File: src/rtl/acc_pkg.sv
// Shared types for the acc operand sequencer: datapath width, FSM states and FIFO word layout.
package acc_pkg;
  localparam int unsigned DATA_WIDTH = 32;

  typedef enum logic [1:0] {
    IDLE,
    RUN,
    WAIT,
    DONE
  } seq_state_t;

  typedef struct packed {
    logic                  sof;
    logic                  eof;
    logic [DATA_WIDTH-1:0] data;
  } seq_word_t;
endpackage

File: src/rtl/acc_op_sequencer_if.sv
// Operand stream, acc control and frame-sum result signals of the acc operand sequencer.
interface acc_op_sequencer_if #(
  parameter int unsigned DATA_WIDTH = 32
);
  logic                  in_valid;
  logic                  in_ready;
  logic [DATA_WIDTH-1:0] in_data;
  logic                  in_sof;
  logic                  in_eof;
  logic [DATA_WIDTH-1:0] bias;
  logic [DATA_WIDTH-1:0] acc_a;
  logic [DATA_WIDTH-1:0] acc_b;
  logic                  acc_accumulate;
  logic                  acc_en_n;
  logic [DATA_WIDTH-1:0] acc_y;
  logic                  sum_valid;
  logic                  sum_ready;
  logic [DATA_WIDTH-1:0] sum_data;
  logic [15:0]           sum_len;
  logic                  frame_err;

  modport master (
    output in_valid, in_data, in_sof, in_eof, bias, acc_y, sum_ready,
    input  in_ready, acc_a, acc_b, acc_accumulate, acc_en_n, sum_valid, sum_data, sum_len,
           frame_err
  );

  modport slave (
    input  in_valid, in_data, in_sof, in_eof, bias, acc_y, sum_ready,
    output in_ready, acc_a, acc_b, acc_accumulate, acc_en_n, sum_valid, sum_data, sum_len,
           frame_err
  );
endinterface

File: src/rtl/acc_seq_fifo.sv
// Synchronous FIFO of framed operand words; pointers carry one wrap bit to tell full from empty.
module acc_seq_fifo
  import acc_pkg::*;
#(
  parameter int unsigned DEPTH = 4
) (
  input  logic      clk,
  input  logic      rst,
  input  logic      push_i,
  input  seq_word_t wdata_i,
  input  logic      pop_i,
  output seq_word_t rdata_o,
  output logic      full_o,
  output logic      empty_o
);
  localparam int unsigned AW = $clog2(DEPTH);

  seq_word_t     mem_q [DEPTH];
  logic [AW:0]   wptr_q, wptr_d;
  logic [AW:0]   rptr_q, rptr_d;

  assign empty_o = (wptr_q == rptr_q);
  assign full_o  = (wptr_q[AW] != rptr_q[AW]) && (wptr_q[AW-1:0] == rptr_q[AW-1:0]);
  assign rdata_o = mem_q[rptr_q[AW-1:0]];

  always_comb begin
    wptr_d = wptr_q;
    rptr_d = rptr_q;
    if (push_i && !full_o) wptr_d = wptr_q + 1'b1;
    if (pop_i && !empty_o) rptr_d = rptr_q + 1'b1;
  end

  always_ff @(posedge clk) begin
    if (rst) begin
      wptr_q <= '0;
      rptr_q <= '0;
    end else begin
      wptr_q <= wptr_d;
      rptr_q <= rptr_d;
    end
  end

  always_ff @(posedge clk) begin
    if (push_i && !full_o) mem_q[wptr_q[AW-1:0]] <= wdata_i;
  end
endmodule

File: src/rtl/acc_op_sequencer.sv
// Feeds buffered operand frames into the external acc accumulator and returns one sum per frame.
module acc_op_sequencer
  import acc_pkg::*;
#(
  parameter int unsigned DATA_WIDTH = acc_pkg::DATA_WIDTH,
  parameter int unsigned FIFO_DEPTH = 4
) (
  input logic               clk,
  input logic               rst,
  acc_op_sequencer_if.slave bus
);
  seq_state_t            state_q, state_d;
  logic [15:0]           len_q, len_d;
  logic [DATA_WIDTH-1:0] a_q, a_d;
  logic [DATA_WIDTH-1:0] b_q, b_d;
  logic                  accm_q, accm_d;
  logic                  en_n_q, en_n_d;
  logic                  err_q, err_d;
  logic                  sv_q, sv_d;
  logic [DATA_WIDTH-1:0] sd_q, sd_d;

  seq_word_t head;
  seq_word_t wword;
  logic      full, empty, pop;

  assign wword.sof  = bus.in_sof;
  assign wword.eof  = bus.in_eof;
  assign wword.data = bus.in_data;

  assign bus.in_ready = !full && !rst;
  assign pop = ((state_q == IDLE) || (state_q == RUN)) && !empty;

  acc_seq_fifo #(.DEPTH(FIFO_DEPTH)) u_fifo (
    .clk     (clk),
    .rst     (rst),
    .push_i  (bus.in_valid && bus.in_ready),
    .wdata_i (wword),
    .pop_i   (pop),
    .rdata_o (head),
    .full_o  (full),
    .empty_o (empty)
  );

  always_comb begin
    state_d = state_q;
    len_d   = len_q;
    a_d     = a_q;
    b_d     = b_q;
    accm_d  = accm_q;
    en_n_d  = 1'b1;
    err_d   = 1'b0;
    sv_d    = sv_q;
    sd_d    = sd_q;
    case (state_q)
      IDLE, RUN: begin
        if (pop) begin
          if (head.sof) begin
            // A sof seen mid-frame restarts the frame; the partial sum is simply overwritten.
            a_d     = head.data;
            b_d     = bus.bias;
            accm_d  = 1'b0;
            en_n_d  = 1'b0;
            len_d   = 16'd1;
            err_d   = (state_q == RUN);
            state_d = head.eof ? WAIT : RUN;
          end else if (state_q == RUN) begin
            a_d     = head.data;
            accm_d  = 1'b1;
            en_n_d  = 1'b0;
            len_d   = (len_q == 16'hFFFF) ? len_q : len_q + 16'd1;
            state_d = head.eof ? WAIT : RUN;
          end else begin
            err_d = 1'b1;
          end
        end
      end
      WAIT: state_d = DONE;
      DONE: begin
        // First DONE cycle captures acc_y (settled since WAIT); handshake follows.
        if (!sv_q) begin
          sv_d = 1'b1;
          sd_d = bus.acc_y;
        end else if (bus.sum_ready) begin
          sv_d    = 1'b0;
          state_d = IDLE;
        end
      end
      default: state_d = IDLE;
    endcase
  end

  always_ff @(posedge clk) begin
    if (rst) begin
      state_q <= IDLE;
      len_q   <= '0;
      a_q     <= '0;
      b_q     <= '0;
      accm_q  <= 1'b0;
      en_n_q  <= 1'b1;
      err_q   <= 1'b0;
      sv_q    <= 1'b0;
      sd_q    <= '0;
    end else begin
      state_q <= state_d;
      len_q   <= len_d;
      a_q     <= a_d;
      b_q     <= b_d;
      accm_q  <= accm_d;
      en_n_q  <= en_n_d;
      err_q   <= err_d;
      sv_q    <= sv_d;
      sd_q    <= sd_d;
    end
  end

  assign bus.acc_a          = a_q;
  assign bus.acc_b          = b_q;
  assign bus.acc_accumulate = accm_q;
  assign bus.acc_en_n       = en_n_q;
  assign bus.sum_valid      = sv_q;
  assign bus.sum_data       = sd_q;
  assign bus.sum_len        = len_q;
  assign bus.frame_err      = err_q;
endmodule

File: src/flat_wrapper.sv
// flat-port wrapper written by rule: the top's interface ports become plain ports
module acc_op_sequencer_flat import acc_pkg::*;
#(
  parameter int unsigned DATA_WIDTH = acc_pkg::DATA_WIDTH,
  parameter int unsigned FIFO_DEPTH = 4
)
  (clk, rst, bus_in_valid, bus_in_data, bus_in_sof, bus_in_eof, bus_bias, bus_acc_y, bus_sum_ready, bus_in_ready, bus_acc_a, bus_acc_b, bus_acc_accumulate, bus_acc_en_n, bus_sum_valid, bus_sum_data, bus_sum_len, bus_frame_err);
  acc_op_sequencer_if #(.DATA_WIDTH(DATA_WIDTH)) bus_i ();
  input logic clk;
  input logic rst;
  input wire logic [$bits(bus_i.in_valid)-1:0] bus_in_valid;
  input wire logic [$bits(bus_i.in_data)-1:0] bus_in_data;
  input wire logic [$bits(bus_i.in_sof)-1:0] bus_in_sof;
  input wire logic [$bits(bus_i.in_eof)-1:0] bus_in_eof;
  input wire logic [$bits(bus_i.bias)-1:0] bus_bias;
  input wire logic [$bits(bus_i.acc_y)-1:0] bus_acc_y;
  input wire logic [$bits(bus_i.sum_ready)-1:0] bus_sum_ready;
  output wire logic [$bits(bus_i.in_ready)-1:0] bus_in_ready;
  output wire logic [$bits(bus_i.acc_a)-1:0] bus_acc_a;
  output wire logic [$bits(bus_i.acc_b)-1:0] bus_acc_b;
  output wire logic [$bits(bus_i.acc_accumulate)-1:0] bus_acc_accumulate;
  output wire logic [$bits(bus_i.acc_en_n)-1:0] bus_acc_en_n;
  output wire logic [$bits(bus_i.sum_valid)-1:0] bus_sum_valid;
  output wire logic [$bits(bus_i.sum_data)-1:0] bus_sum_data;
  output wire logic [$bits(bus_i.sum_len)-1:0] bus_sum_len;
  output wire logic [$bits(bus_i.frame_err)-1:0] bus_frame_err;
  assign bus_i.in_valid = bus_in_valid;
  assign bus_i.in_data = bus_in_data;
  assign bus_i.in_sof = bus_in_sof;
  assign bus_i.in_eof = bus_in_eof;
  assign bus_i.bias = bus_bias;
  assign bus_i.acc_y = bus_acc_y;
  assign bus_i.sum_ready = bus_sum_ready;
  assign bus_in_ready = bus_i.in_ready;
  assign bus_acc_a = bus_i.acc_a;
  assign bus_acc_b = bus_i.acc_b;
  assign bus_acc_accumulate = bus_i.acc_accumulate;
  assign bus_acc_en_n = bus_i.acc_en_n;
  assign bus_sum_valid = bus_i.sum_valid;
  assign bus_sum_data = bus_i.sum_data;
  assign bus_sum_len = bus_i.sum_len;
  assign bus_frame_err = bus_i.frame_err;
  acc_op_sequencer #(.DATA_WIDTH(DATA_WIDTH), .FIFO_DEPTH(FIFO_DEPTH)) u_core (.clk(clk), .rst(rst), .bus(bus_i));
endmodule
File: config.mk
export PLATFORM = sky130hd
export DESIGN_NAME = acc_op_sequencer_flat
export DESIGN_NICKNAME = d
export VERILOG_FILES = /design/src/rtl/acc_pkg.sv /design/src/rtl/acc_op_sequencer_if.sv /design/src/rtl/acc_seq_fifo.sv /design/src/rtl/acc_op_sequencer.sv /design/src/flat_wrapper.sv
export SDC_FILE = /design/constraint.sdc
export NUM_CORES = 1
export LEC_CHECK = 0
export CELL_PAD_IN_SITES_DETAIL_PLACEMENT = 1
export CELL_PAD_IN_SITES_GLOBAL_PLACEMENT = 2
export CORE_MARGIN = 2
export CORE_UTILIZATION = 33
export DETAILED_ROUTE_END_ITERATION = 8
export GPL_ROUTABILITY_DRIVEN = 0
export PLACE_DENSITY_LB_ADDON = 0.1
export SLEW_MARGIN = 20
export SYNTH_ARGS = -nofsm -noshare
export SYNTH_HDL_FRONTEND = slang
export SYNTH_SLANG_ARGS = --single-unit
File: constraint.sdc
create_clock -name clk -period 4.1 [get_ports clk]
set_input_delay 1.23 -clock clk [delete_from_list [all_inputs] [get_ports clk]]
set_output_delay 1.23 -clock clk [all_outputs]
set_load 0.02 [all_outputs]
; ---- Word-level counts from Yosys, hierarchy flattened
; Memory sizes are Yosys's and may differ from the RTL's. A register that Yosys moved wholly into a read port is not among the register bits.
; Cells that the tools add are included.
[totals]
regBits = 124
latch_bits = 0
ram_bits = 136
mem_bits_ro = 0
out_inout_bits = 117
elab_cells = 72
memories = 1
[classes]
addsub = 3
n_mul = 0
div_mod_pow = 0
order_cmp = 0
n_eq_ne = 12
shift = 0
n_mux = 23
bitwise_logic = 3
reduce_logical = 19
[mem_list]
columns = name, words, word_bits, read_ports, rd_clocked_by_memory_dff, write_ports, line_no
row1 = u_core.u_fifo.mem_q, 4, 34, 1, 1, 1, acc_seq_fifo.sv:18  ; seq_word_t mem_q [DEPTH];
[op_table]
columns = op, n
row1 = 32-bit two-way mux, 2
row2 = 16-bit two-way mux, 3
row3 = "16-bit by 1-bit adder with 16-bit output, second input constant", 1
row4 = "16-bit equality test, second input constant", 1
row5 = 2-bit two-way mux, 8
row6 = 1-bit two-way mux, 9
row7 = 4-bit AND reduction, 2
row8 = "3-bit by 1-bit adder with 3-bit output, second input constant", 2
row9 = 1-bit logical AND, 6
row10 = 2-bit one-hot mux with 3 select lines, 1
row11 = 3-bit AND reduction, 2
row12 = "2-bit equality test, second input constant", 2
row13 = "2-bit by 1-bit inequality test with 1-bit output, second input constant", 2
row14 = "2-bit inequality test, second input constant", 2
row15 = 3-bit equality test, 1
row16 = 1-bit logical NOT, 3
row17 = "3-bit by 1-bit inequality test with 1-bit output, second input constant", 1
row18 = 1-bit inverter, 3
row19 = 3-bit OR reduction, 1
row20 = "2-bit by 1-bit equality test with 1-bit output, second input constant", 1
row21 = 2-bit equality test, 1
row22 = 2-bit logical NOT, 1
row23 = 2-bit AND reduction, 1
row24 = 2-bit nonzero test, 1
row25 = other kinds (3), 3

; ---- Depth between registers and ports, before layout
; Gate-level depths: netlist of run 1.
[depth]
depth_word = 8
mapped_depth = 10
depth_no_buf = 7

; ---- By module
; A second synthesis of run 1 with hierarchy kept.
[unflattened]
cells_unflattened = 805
hier_area_um2 = 9865.7
[by_module_without_submodules]
columns = module, n_inst, cells_each, area_per_inst_um2, seq_area_each_um2
row1 = acc_seq_fifo, 1, 246, 5470.2, 4244.1
row2 = acc_op_sequencer, 1, 559, 4395.5, 2362.3

; ---- Worst setup path after synthesis of run 1
; No wires, ideal clock.
[synth_timing]
kind = input port to flip-flop
from = in rst
to = mem u_core.u_fifo.mem_q[3][0] in the netlist's numbering, enable pin
setup_time_ns = 0.396
t_arrival_ns = 2.912
required_time_ns = 3.704
slack_ns = 0.792
cell_stages = 3
path_buffers = 1
path_cell_list = clkbuf_1 > a311oi_1 > and2_1
[synth_between]
elab_chain_len = 6
[synth_rtl]
columns = element, line_no
row1 = from (decl), flat_wrapper.sv:10  ; input logic rst;
row2 = 1-bit logical NOT, acc_op_sequencer.sv:30  ; assign bus.in_ready = !full && !rst;
row3 = 1-bit logical AND, acc_op_sequencer.sv:30
row4 = 1-bit logical AND, acc_op_sequencer.sv:36  ; .push_i (bus.in_valid && bus.in_ready),
row5 = 1-bit logical AND, acc_seq_fifo.sv:44  ; if (push_i && !full_o) mem_q[wptr_q[AW-1:0]] <= wdata_i;
row6 = 1-bit two-way mux, acc_seq_fifo.sv:44
row7 = 1-bit two-way mux (not written as such), acc_seq_fifo.sv:44
row8 = to (decl), acc_seq_fifo.sv:18
; No other way between the ends.

; ---- Worst setup path after layout of run 1
[layout_timing]
from = reg u_core.u_fifo.wptr_q[0]
to = out bus_in_ready
[layout_between]
elab_chain_len = 4
[layout_rtl]
columns = element, line_no
row1 = from (decl), acc_seq_fifo.sv:19  ; logic [AW:0] wptr_q, wptr_d;
row2 = from (signal assigned), acc_seq_fifo.sv:38  ; wptr_q <= wptr_d;
row3 = 2-bit equality test, acc_seq_fifo.sv:23  ; assign full_o = (wptr_q[AW] != rptr_q[AW]) && (wptr_q[AW-1:0] == rptr_q[AW-1:0]);
row4 = 1-bit logical AND, acc_seq_fifo.sv:23
row5 = 1-bit logical NOT, acc_op_sequencer.sv:30
row6 = 1-bit logical AND, acc_op_sequencer.sv:30
row7 = to (decl), flat_wrapper.sv:18  ; output wire logic [$bits(bus_i.in_ready)-1:0] bus_in_ready;
; No other way between the ends.

==> metrics.csv, run 1 <==
stage;metric;value;unit
status;status;complete, no violations;
cts;htree depth;1;
timing;Layout Skew;0.0119;ns
critical_path;Bufs and invs on worst path;1;
critical_path;Worst Path Arrival;2.30;ns
timing;RSZ-0062 raised after global routing;no;
cts;root buf cell;clkbuf_16;
critical_path;Reg2Reg Setup Slack;1.23;ns
cts;Clk Latency, worst-skew pair;0.55;ns
critical_path;crit start category;register;
die;die area;30900;um2
synth;asr flop ratio synth;0;%
synth;Yosys reg bits;262;
global_route;gr usage total;16.2;%
routing;detail-routed via count per cell;4.79;
cts;total CTS buffers;29;
critical_path;CP max stage delay;0.63;ns
worst_hold_path;hold_sp;u_core.bus.acc_a[1];
synth;Syn. warnings;0;
timing;Worst Hold Slack;0.454;ns
timing;min cycle time layout;3.53;ns
finish;commonest cells after routing, fill and taps aside;217 x clkdlybuf4s50_1, 206 x nand2_1, 136 x edfxtp_1;
die;core area;28900;um2
global_route;busiest grt layer;met2;
finish;Final nets;1106;
place;DP Wirelength;15900;um
critical_path;critical path's top delay family;buffers and inverters;
synth;Post-Syn Instances;782;
finish;final instance area;13300;um2
timing;Rel. slew slack;42.1;%
routing;total number of vias;6717;
synth;Post-synth EDFFs;136;
critical_path;CP Class;register to primary output;
die;Die Span Y;176;um
timing;setup violators final;0;
finish;commonest non-fill, non-tap cell in the layout;clkdlybuf4s50_1;
global_route;met3 Resource Use GR;3.46;%
critical_path;Max Fanout on Critical Path;5;
routing;WL/cell;18.1;um
worst_hold_path;WHS Endpoint;u_core.bus.acc_a[1];
place;# port buffers;218;
critical_path;Worst path slowest cell;clkdlybuf4s50_1;
power;Worst IR Drop VDD;0.000304;V
finish;Antenna diodes;0;
critical_path;Worst EP required;2.87;ns
cts;Clock Sinks;262;
routing;DR iter-0 viols;299;
die;Top Ports;219;
cts;CTS Buffer Depth;3;
synth;Post-Syn Nets;891;
worst_hold_path;min-delay worst type;register to register;
cts;post-CTS sizing;0;
routing;Routed WL;25400;um
global_route;first-pass GRT wire length;39800;um
cts;CTS clk-pin slew, worst paths;0.06;ns
die;DIE WIDTH;176;um
cts;Post-CTS Setup Bufs;0;
power;P_leak;4.36;nW
routing;Residual DRC;0;
timing;setup TNS;0;ns
critical_path;Reg2Reg Depth;7;
place;DP Area;12400;um2
die;num rows;62;
synth;post-synthesis cell area;9750;um2
global_route;largest net degree at the start of global routing;118;
timing;Final Slew Violations;0;
place;DP Cell Count;1350;
critical_path;worst reg2reg endpoint;u_core.bus.sum_len[6];
die;Initial Utilization;33.7;%
timing;Fin. Hold Viols;0;
synth;sequential share of the synthesized area;67.7;%
global_route;vias in the first global route;6946;
global_route;initial antenna violation count;0;
timing;post-route clock period utilization;86.2;%
cts;CTS Hold Buffers Added;0;
synth;post-synth cell types;53;
finish;post-route insts no fill;1403;
timing;Highest Clock Rate;0.283;GHz
job;max_cap viols;0;
critical_path;crit end category;primary output;
routing;First-pass DRT Iterations;4;
global_route;GR Overflow Total;0;
worst_hold_path;WHS Path Cells;2;
critical_path;crit-path cells;xnor2_1 > a31oi_1 > clkdlybuf4s50_1;
timing;Worst Max-Slew Pin Slew;0.869;ns
cts;CTS tree;built;
power;pwr dens;603;nW/um2
synth;syn avg cell area;12.5;um2
global_route;grt met2 use;25.8;%
finish;area delta synth->final;36.5;%
synth;Top FF cell, synth;edfxtp_1;
finish;final core occ;46.0;%
routing;Final ANT Viol Nets;0;
global_route;met1 GRT Util;23.1;%
finish;layout cells sized above 1;10.2;%
finish;fill cell count;3020;
==> worst register-to-register path: cells and delay by family (launching register included) <==
kind,cells,cell delay (ns)
AOI/OAI and AO/OA,4,1.52
adders and majority gates,1,0.27
buffers and inverters,1,0.11
DFF,1,0.32
muxes,1,0.51
==> flip-flops by register name (all words and copies together), names as in the netlist, named ones only <==
register and count:
u_core.state_q 2, u_core.bus.acc_a 32, u_core.u_fifo.mem_q 136, u_core.u_fifo.rptr_q 3, u_core.bus.acc_en_n 1, u_core.bus.frame_err 1, u_core.bus.acc_b 32, u_core.bus.sum_valid 1
u_core.bus.sum_len 16, u_core.bus.acc_accumulate 1, u_core.u_fifo.wptr_q 3, u_core.bus.sum_data 32
==> report_power, final <==
group / leakage (nW) / internal, mW / switching (mW)
sequential: 2.26 / 3.07 / 0.172
combinational: 1.66 / 1.00 / 1.32
clock: 0.446 / 1.46 / 1.02
total: 4.36 / 5.53 / 2.51
==> logic make-up after synthesis <==
logic type      synth area share, %
compound gates                 8.62
xor+xnor                      0.808
fa+ha+maj                     0.898
buf+inv                        2.42
flops                          67.7
mux                            7.95
simple gates                   11.6
==> routing by layer <==
layer | part of all wire (%) | vias up
li1 | - | 3240
met1 | 48 | 3256
met2 | 45 | 194
met3 | 5.5 | 27
met4 | 1.3 | 0
met5 | 0 | -
==> worst max path at each step <==
stage,startpoint,end,depth (start not counted)
global placement,rst,bus_in_ready,3
floorplan,rst,u_core.u_fifo.mem_q[3][0],3
detailed placement,rst,bus_in_ready,3
CTS,u_core.u_fifo.wptr_q[0],bus_in_ready,3
finish,u_core.u_fifo.wptr_q[0],bus_in_ready,3
global route,u_core.u_fifo.wptr_q[1],bus_in_ready,3
==> Yosys cell counts (3+ instances only) <==
| master | number | area (um2) |
|---|---|---|
| nand2_1 | 206 | 773 |
| edfxtp_1 | 136 | 4080 |
| dfxtp_1 | 126 | 2520 |
| a21oi_1 | 105 | 526 |
| mux4_2 | 34 | 766 |
| clkbuf_1 | 28 | 105 |
| nor2_1 | 21 | 78.8 |
| buf_2 | 13 | 65.1 |
| o21ai_0 | 11 | 55.1 |
| nand4_1 | 8 | 50.1 |
| ha_1 | 7 | 87.6 |
| inv_1 | 7 | 26.3 |
| nand3_1 | 7 | 35.0 |
| o31ai_1 | 6 | 45.0 |
| xnor2_1 | 6 | 52.6 |
| and2_1 | 5 | 31.3 |
| and3_1 | 4 | 25.0 |
| buf_1 | 4 | 15.0 |
| a31oi_1 | 3 | 18.8 |
| nand2b_1 | 3 | 18.8 |
| o21bai_1 | 3 | 22.5 |
| xor2_1 | 3 | 26.3 |
==> area by class of cell <==
class	count	area, um2	area share (%)
timing repair buffer	231	2350	17.7
sequential	262	6610	49.6
clock inverter	11	119	0.893
tap	384	480	3.61
clock buffer	42	785	5.89
inverter	8	32.5	0.244
multi-input combinational	465	2940	22.1
==> stage by stage <==
step / setup WS, ns / power (mW)
final: 0.567 / 8.03
after floorplan: 0.792 / 4.64
after global routing: 0.424 / 8.49
after CTS: 0.540 / 8.19
after global placement: 0.664 / 5.65
after detailed placement: 0.627 / 5.67
Note: power is estimated with default switching activity, not from simulation.
==> run 2, diff against run 1 <==
--- a/config.mk
+++ b/config.mk
@@ -8,7 +8,8 @@
 export CELL_PAD_IN_SITES_DETAIL_PLACEMENT = 1
 export CELL_PAD_IN_SITES_GLOBAL_PLACEMENT = 2
 export CORE_MARGIN = 2
-export CORE_UTILIZATION = 33
+export CORE_UTILIZATION = 34
+export CTS_BUF_LIST = sky130_fd_sc_hd__clkbuf_4 sky130_fd_sc_hd__clkbuf_8
 export DETAILED_ROUTE_END_ITERATION = 8
 export GPL_ROUTABILITY_DRIVEN = 0
 export PLACE_DENSITY_LB_ADDON = 0.1
==> metrics.csv, run 2 (same netlist as run 1, synthesis figures left out) <==
stage;metric;value;unit;change
power;pwr dens;593;nW/um2;-1.6%
timing;post-route clock period utilization;85.0;%;-1.1 points
power;Comb pwr share;29.1;%;+0.2 points
place;# port buffers;218;;unchanged
cts;htree depth;2;;+1
routing;Final ANT Viol Nets;0;;unchanged
die;Top Ports;219;;unchanged
job;max_cap viols;0;;unchanged
status;status;complete, no violations;;
critical_path;Worst Path Arrival;2.26;ns;-0.04 ns
power;switching share of power;31.5;%;+0.31 points
critical_path;Reg2Reg Setup Slack;1.35;ns;+0.12 ns
routing;DR iter-0 viols;265;;-11%
die;DIE WIDTH;173;um;-1.4%
cts;Post-CTS Setup Bufs;0;;unchanged
global_route;vias in the first global route;7110;;+2.4%
timing;Rel. slew slack;43.7;%;+1.6 points
finish;layout cells sized above 1;14.0;%;+3.8 points
finish;commonest cells after routing, fill and taps aside;217 x clkdlybuf4s50_1, 206 x nand2_1, 136 x edfxtp_1;;
cts;root buf cell;clkbuf_8;;
routing;First-pass DRT Iterations;4;;unchanged
power;Worst IR Drop VDD;0.000257;V;-16%
global_route;initial antenna violation count;1;;+1
critical_path;crit start category;input port;;
routing;total number of vias;6782;;+0.97%
timing;setup violators final;0;;unchanged
critical_path;CP Class;input port to primary output;;
finish;max FFs per register;136;;unchanged
global_route;first-pass GRT wire length;40200;um;+1.0%
cts;CTS tree;built;;
finish;commonest non-fill, non-tap cell in the layout;clkdlybuf4s50_1;;
cts;CTS Buffer Depth;3;;unchanged
cts;post-CTS sizing;0;;unchanged
place;DP Wirelength;16300;um;+2.4%
global_route;GR Overflow Total;0;;unchanged
die;num rows;62;;unchanged
timing;setup TNS;0;ns;unchanged
timing;min cycle time layout;3.49;ns;-0.0470 ns
global_route;largest net degree at the start of global routing;56;;-53%
timing;Highest Clock Rate;0.287;GHz;+1.3%
finish;Antenna diodes;0;;unchanged
timing;Worst Max-Slew Pin Slew;0.845;ns;-0.0238 ns
power;NetSw;2.49;mW;-0.46%
cts;Clk Latency, worst-skew pair;0.55;ns;about the same
timing;Layout Skew;0.0258;ns;+0.0139 ns
timing;RSZ-0062 raised after global routing;no;;
power;Internal;5.42;mW;-1.9%
worst_hold_path;min-delay worst type;register to register;;
critical_path;crit end category;primary output;;
power;P_leak;4.43;nW;+1.5%
critical_path;Worst EP required;2.87;ns;about the same
finish;area delta synth->final;36.8;%;
finish;fill cell count;3022;;+0.066%
power;sequential share of power;40.9;%;+0.6 points
cts;CTS clk-pin slew, worst paths;0.05;ns;about the same
die;Die Span Y;173;um;-1.4%
die;core area;28500;um2;-1.6%
die;Initial Utilization;34.3;%;+0.55 points
cts;Clock Sinks;262;;unchanged
routing;WL/cell;17.6;um;-2.7%
routing;Routed WL;25300;um;-0.44%
finish;final core occ;46.9;%;+0.84 points
power;clock network power share;30.0;%;-0.8 points
die;die area;30100;um2;-2.9%
cts;total CTS buffers;45;;+55%
finish;Final nets;1126;;+1.8%
critical_path;Max Fanout on Critical Path;21;;+16
routing;Residual DRC;0;;unchanged
global_route;gr usage total;16.8;%;+0.56 points
routing;detail-routed via count per cell;4.73;;-1.3%
timing;Fin. Hold Viols;0;;unchanged
timing;Final Slew Violations;0;;unchanged
timing;Worst Hold Slack;0.453;ns;-0.000816 ns
cts;CTS Hold Buffers Added;0;;unchanged
==> run 2: changes by cell type in the layout (fill, tap and decap cells not counted) <==
cell,before,now
buf_12,6,4
buf_4,8,14
bufinv_16,2,0
clkbuf_1,12,0
clkbuf_16,29,0
clkbuf_4,0,24
clkbuf_8,1,51
clkinv_1,1,2
clkinv_2,7,2
clkinv_8,0,1
inv_16,1,0
inv_6,0,1
==> run 2: routing by layer <==
layer	up-vias	GRT usage (%)	wire length (um)
met3	36	4.25	1440
met5	-	0	0
met2	201	26.6	11600
met1	3275	23.0	11900
li1	3270	-	-
met4	0	4.34	387
==> run 2: layout make-up <==
class                      count  area (um2)  share of cell area, %
tap                          384         480                   3.60
inverter                       8        32.5                  0.244
clock inverter                 6        42.5                  0.319
clock buffer                  75         882                   6.61
timing repair buffer         235        2360                   17.7
sequential                   262        6610                   49.5
multi-input combinational    465        2940                   22.0
==> run 2: worst max-delay path, stage by stage <==
cell and delay (ns):
buf_4 0.19, a31oi_1 0.17, clkdlybuf4s50_1 0.66
==> run 2: final timing paths <==
kind / end / cells past startpoint / start
setup / recovery: bus_in_ready / 3 / rst
hold / removal: u_core.bus.acc_b[9] / 2 / u_core.bus.acc_b[9]
setup reg to reg: u_core.bus.sum_len[10] / 6 / register
hold reg to reg: u_core.bus.acc_b[9] / 2 / u_core.bus.acc_b[9]
==> run 2: through the flow <==
| stage | instance area (um2) | setup WS [ns] | total power, mW | std cells |
|---|---|---|---|---|
| 6_report | 13300 | 0.614 | 7.92 | 1435 |
| 5_1_grt | 13300 | 0.535 | 8.39 | 1435 |
| 4_1_cts | 13300 | 0.598 | 8.07 | 1435 |
| 3_5_place_dp | 12400 | 0.597 | 5.65 | 1354 |
| 3_3_place_gp | 12400 | 0.615 | 5.63 | 1354 |
| 2_1_floorplan | 9750 | 0.792 | 4.64 | 782 |
==> run 2: power groups by stage <==
stage          logic [mW]  clock network [mW]  registers [mW]
2_1_floorplan        1.10                   0            3.54
3_3_place_gp         2.34                   0            3.29
3_5_place_dp         2.35                   0            3.30
4_1_cts              2.36                2.46            3.25
5_1_grt              2.52                2.59            3.28
6_report             2.30                2.37            3.24
==> run 3, diff against run 2 <==
--- a/config.mk
+++ b/config.mk
@@ -5,6 +5,7 @@
 export SDC_FILE = /design/constraint.sdc
 export NUM_CORES = 1
 export LEC_CHECK = 0
+export CAP_MARGIN = 20
 export CELL_PAD_IN_SITES_DETAIL_PLACEMENT = 1
 export CELL_PAD_IN_SITES_GLOBAL_PLACEMENT = 2
 export CORE_MARGIN = 2
@@ -12,7 +13,8 @@
 export CTS_BUF_LIST = sky130_fd_sc_hd__clkbuf_4 sky130_fd_sc_hd__clkbuf_8
 export DETAILED_ROUTE_END_ITERATION = 8
 export GPL_ROUTABILITY_DRIVEN = 0
-export PLACE_DENSITY_LB_ADDON = 0.1
+export GPL_TIMING_DRIVEN = 0
+export PLACE_DENSITY_LB_ADDON = 0.3
 export SLEW_MARGIN = 20
 export SYNTH_ARGS = -nofsm -noshare
 export SYNTH_HDL_FRONTEND = slang
==> metrics.csv, run 3 (same netlist as run 1, synthesis figures left out) <==
stage;metric;value;unit;change
status;status;complete, no violations;;
critical_path;Reg2Reg Depth;10;;+4
finish;FF+latch area;6610;um2;about the same
critical_path;Worst path slowest cell;clkdlybuf4s50_1;;
routing;Residual DRC;0;;unchanged
timing;setup TNS;0;ns;unchanged
die;die area;30100;um2;unchanged
critical_path;crit start category;input port;;
timing;Highest Clock Rate;0.260;GHz;-9.4%
critical_path;Worst Path Arrival;2.62;ns;+0.36 ns
finish;post-route insts no fill;1470;;+2.4%
place;DP Cell Count;1387;;+2.4%
routing;DR iter-0 viols;380;;+43%
cts;htree depth;2;;unchanged
die;core area;28500;um2;unchanged
worst_hold_path;WHS Path Cells;2;;unchanged
die;Die Span Y;173;um;unchanged
critical_path;Reg2Reg Setup Slack;1.25;ns;-0.10 ns
cts;Post-CTS Setup Bufs;0;;unchanged
power;pwr dens;590;nW/um2;-0.53%
cts;CTS Hold Buffers Added;0;;unchanged
routing;Routed WL;25600;um;+1.2%
finish;layout cells sized above 1;13.0;%;-0.99 points
timing;Final Slew Violations;0;;unchanged
die;Initial Utilization;34.3;%;unchanged
die;num rows;62;;unchanged
finish;area delta synth->final;37.5;%;
critical_path;crit path from;rst;;
cts;root buf cell;clkbuf_8;;
place;pre-CTS setup slack;-0.0880;ns;-0.685 ns
critical_path;Most Frequent Cell on Critical Path;clkbuf_2;;
critical_path;Worst EP required;2.87;ns;about the same
finish;max FFs per register;136;;unchanged
routing;detail-routed via count per cell;4.72;;-0.16%
timing;setup violators final;0;;unchanged
cts;CTS clk-pin slew, worst paths;0.05;ns;about the same
timing;Worst Max-Slew Pin Slew;0.905;ns;+0.0598 ns
die;Top Ports;219;;unchanged
global_route;largest net degree at the start of global routing;21;;-63%
timing;post-route clock period utilization;93.9;%;+8.9 points
finish;commonest cells after routing, fill and taps aside;217 x clkdlybuf4s50_1, 206 x nand2_1, 136 x edfxtp_1;;
global_route;gr usage total;17.1;%;+0.28 points
routing;First-pass DRT Iterations;4;;unchanged
timing;min cycle time layout;3.85;ns;+0.363 ns
finish;Final nets;1159;;+2.9%
global_route;GR Overflow Total;0;;unchanged
cts;CTS Buffer Depth;3;;unchanged
timing;setup ws final;0.251;ns;-0.363 ns
routing;Final ANT Viol Nets;0;;unchanged
critical_path;crit end category;primary output;;
critical_path;crit-path cells;clkbuf_2 > clkbuf_2 > a31oi_1 > clkdlybuf4s50_1;;
critical_path;CP Class;input port to primary output;;
job;max_cap viols;0;;unchanged
cts;Clk Latency, worst-skew pair;0.56;ns;about the same
cts;Clock Sinks;262;;unchanged
worst_hold_path;WHS Endpoint;u_core.bus.acc_b[12];;
finish;fill cell count;3024;;+0.066%
global_route;first-pass GRT wire length;40600;um;+1.0%
power;P_leak;4.45;nW;+0.56%
critical_path;worst reg2reg endpoint;u_core.bus.acc_a[2];;
critical_path;CP max stage delay;0.68;ns;+0.02 ns
cts;total CTS buffers;45;;unchanged
finish;commonest non-fill, non-tap cell in the layout;clkdlybuf4s50_1;;
global_route;initial antenna violation count;2;;+1
power;Worst IR Drop VDD;0.000286;V;+11%
worst_hold_path;hold_sp;u_core.bus.acc_b[12];;
timing;Layout Skew;0.0264;ns;+0.000576 ns
critical_path;Max Fanout on Critical Path;10;;-52%
timing;RSZ-0062 raised after global routing;no;;
timing;Fin. Hold Viols;0;;unchanged
routing;total number of vias;6936;;+2.3%
cts;CTS tree;built;;
place;DP Wirelength;17700;um;+8.3%
timing;Rel. slew slack;39.7;%;-4.0 points
place;# port buffers;217;;-0.46%
worst_hold_path;min-delay worst type;register to register;;
die;DIE WIDTH;173;um;unchanged
finish;final core occ;47.1;%;+0.24 points
routing;WL/cell;17.4;um;-1.2%
finish;Multi-input gate area;2920;um2;-0.77%
global_route;vias in the first global route;7333;;+3.1%
## run 3: worst max path at each step
stage                            endpoint  depth (start not counted)
2_1_floorplan   u_core.u_fifo.mem_q[3][0]                          3
3_3_place_gp   u_core.u_fifo.mem_q[3][12]                          4
3_5_place_dp                 bus_in_ready                          4
4_1_cts                      bus_in_ready                          4
5_1_grt                      bus_in_ready                          4
6_report                     bus_in_ready                          4
## run 3: per-stage QoR
stage	hold slack (ns)	power (mW)	instance area [um2]
final	0.452	7.91	13400
after global routing	0.473	8.37	13400
after CTS	0.456	8.06	13400
after detailed placement	0.447	5.67	12500
after global placement	0.442	5.62	12400
after floorplan	0.532	4.64	9750
## run 3: final cells by class
cell class                      instances  area share, %
Tap cell                              384           3.58
Clock inverter                         19          0.896
Multi-Input combinational cell        465           21.7
Clock buffer                           63           5.81
Inverter                                8          0.243
Timing Repair Buffer                  221           16.9
Antenna cell                            1         0.0187
Sequential cell                       262           49.3
Buffer                                 47           1.54
## run 3: timing repair
item / in CTS / in global routing
resized for setup: 1 / 2
pin swaps: 0 / 0
setup endpoints to repair: 1 / 1
## run 3: critical path: cells and delay by family
kind,cells,cell delay (ns)
compound gates,1,0.20
buf+inv,3,1.18
## run 3: layer usage
metal  GRT usage [%]  wire length (um)  vias to the layer above
met3            4.08              1340                       39
met2            29.1             12700                      171
met4            5.51               532                        2
li1                -                 -                     3359
met1            21.4             11100                     3365
met5               0                13                        -
## run 3: power breakdown
part	internal [mW]	total, mW	switching [mW]
Sequential	3.07	3.24	0.171
Combinational	1.01	2.33	1.32
Clock	1.30	2.35	1.05
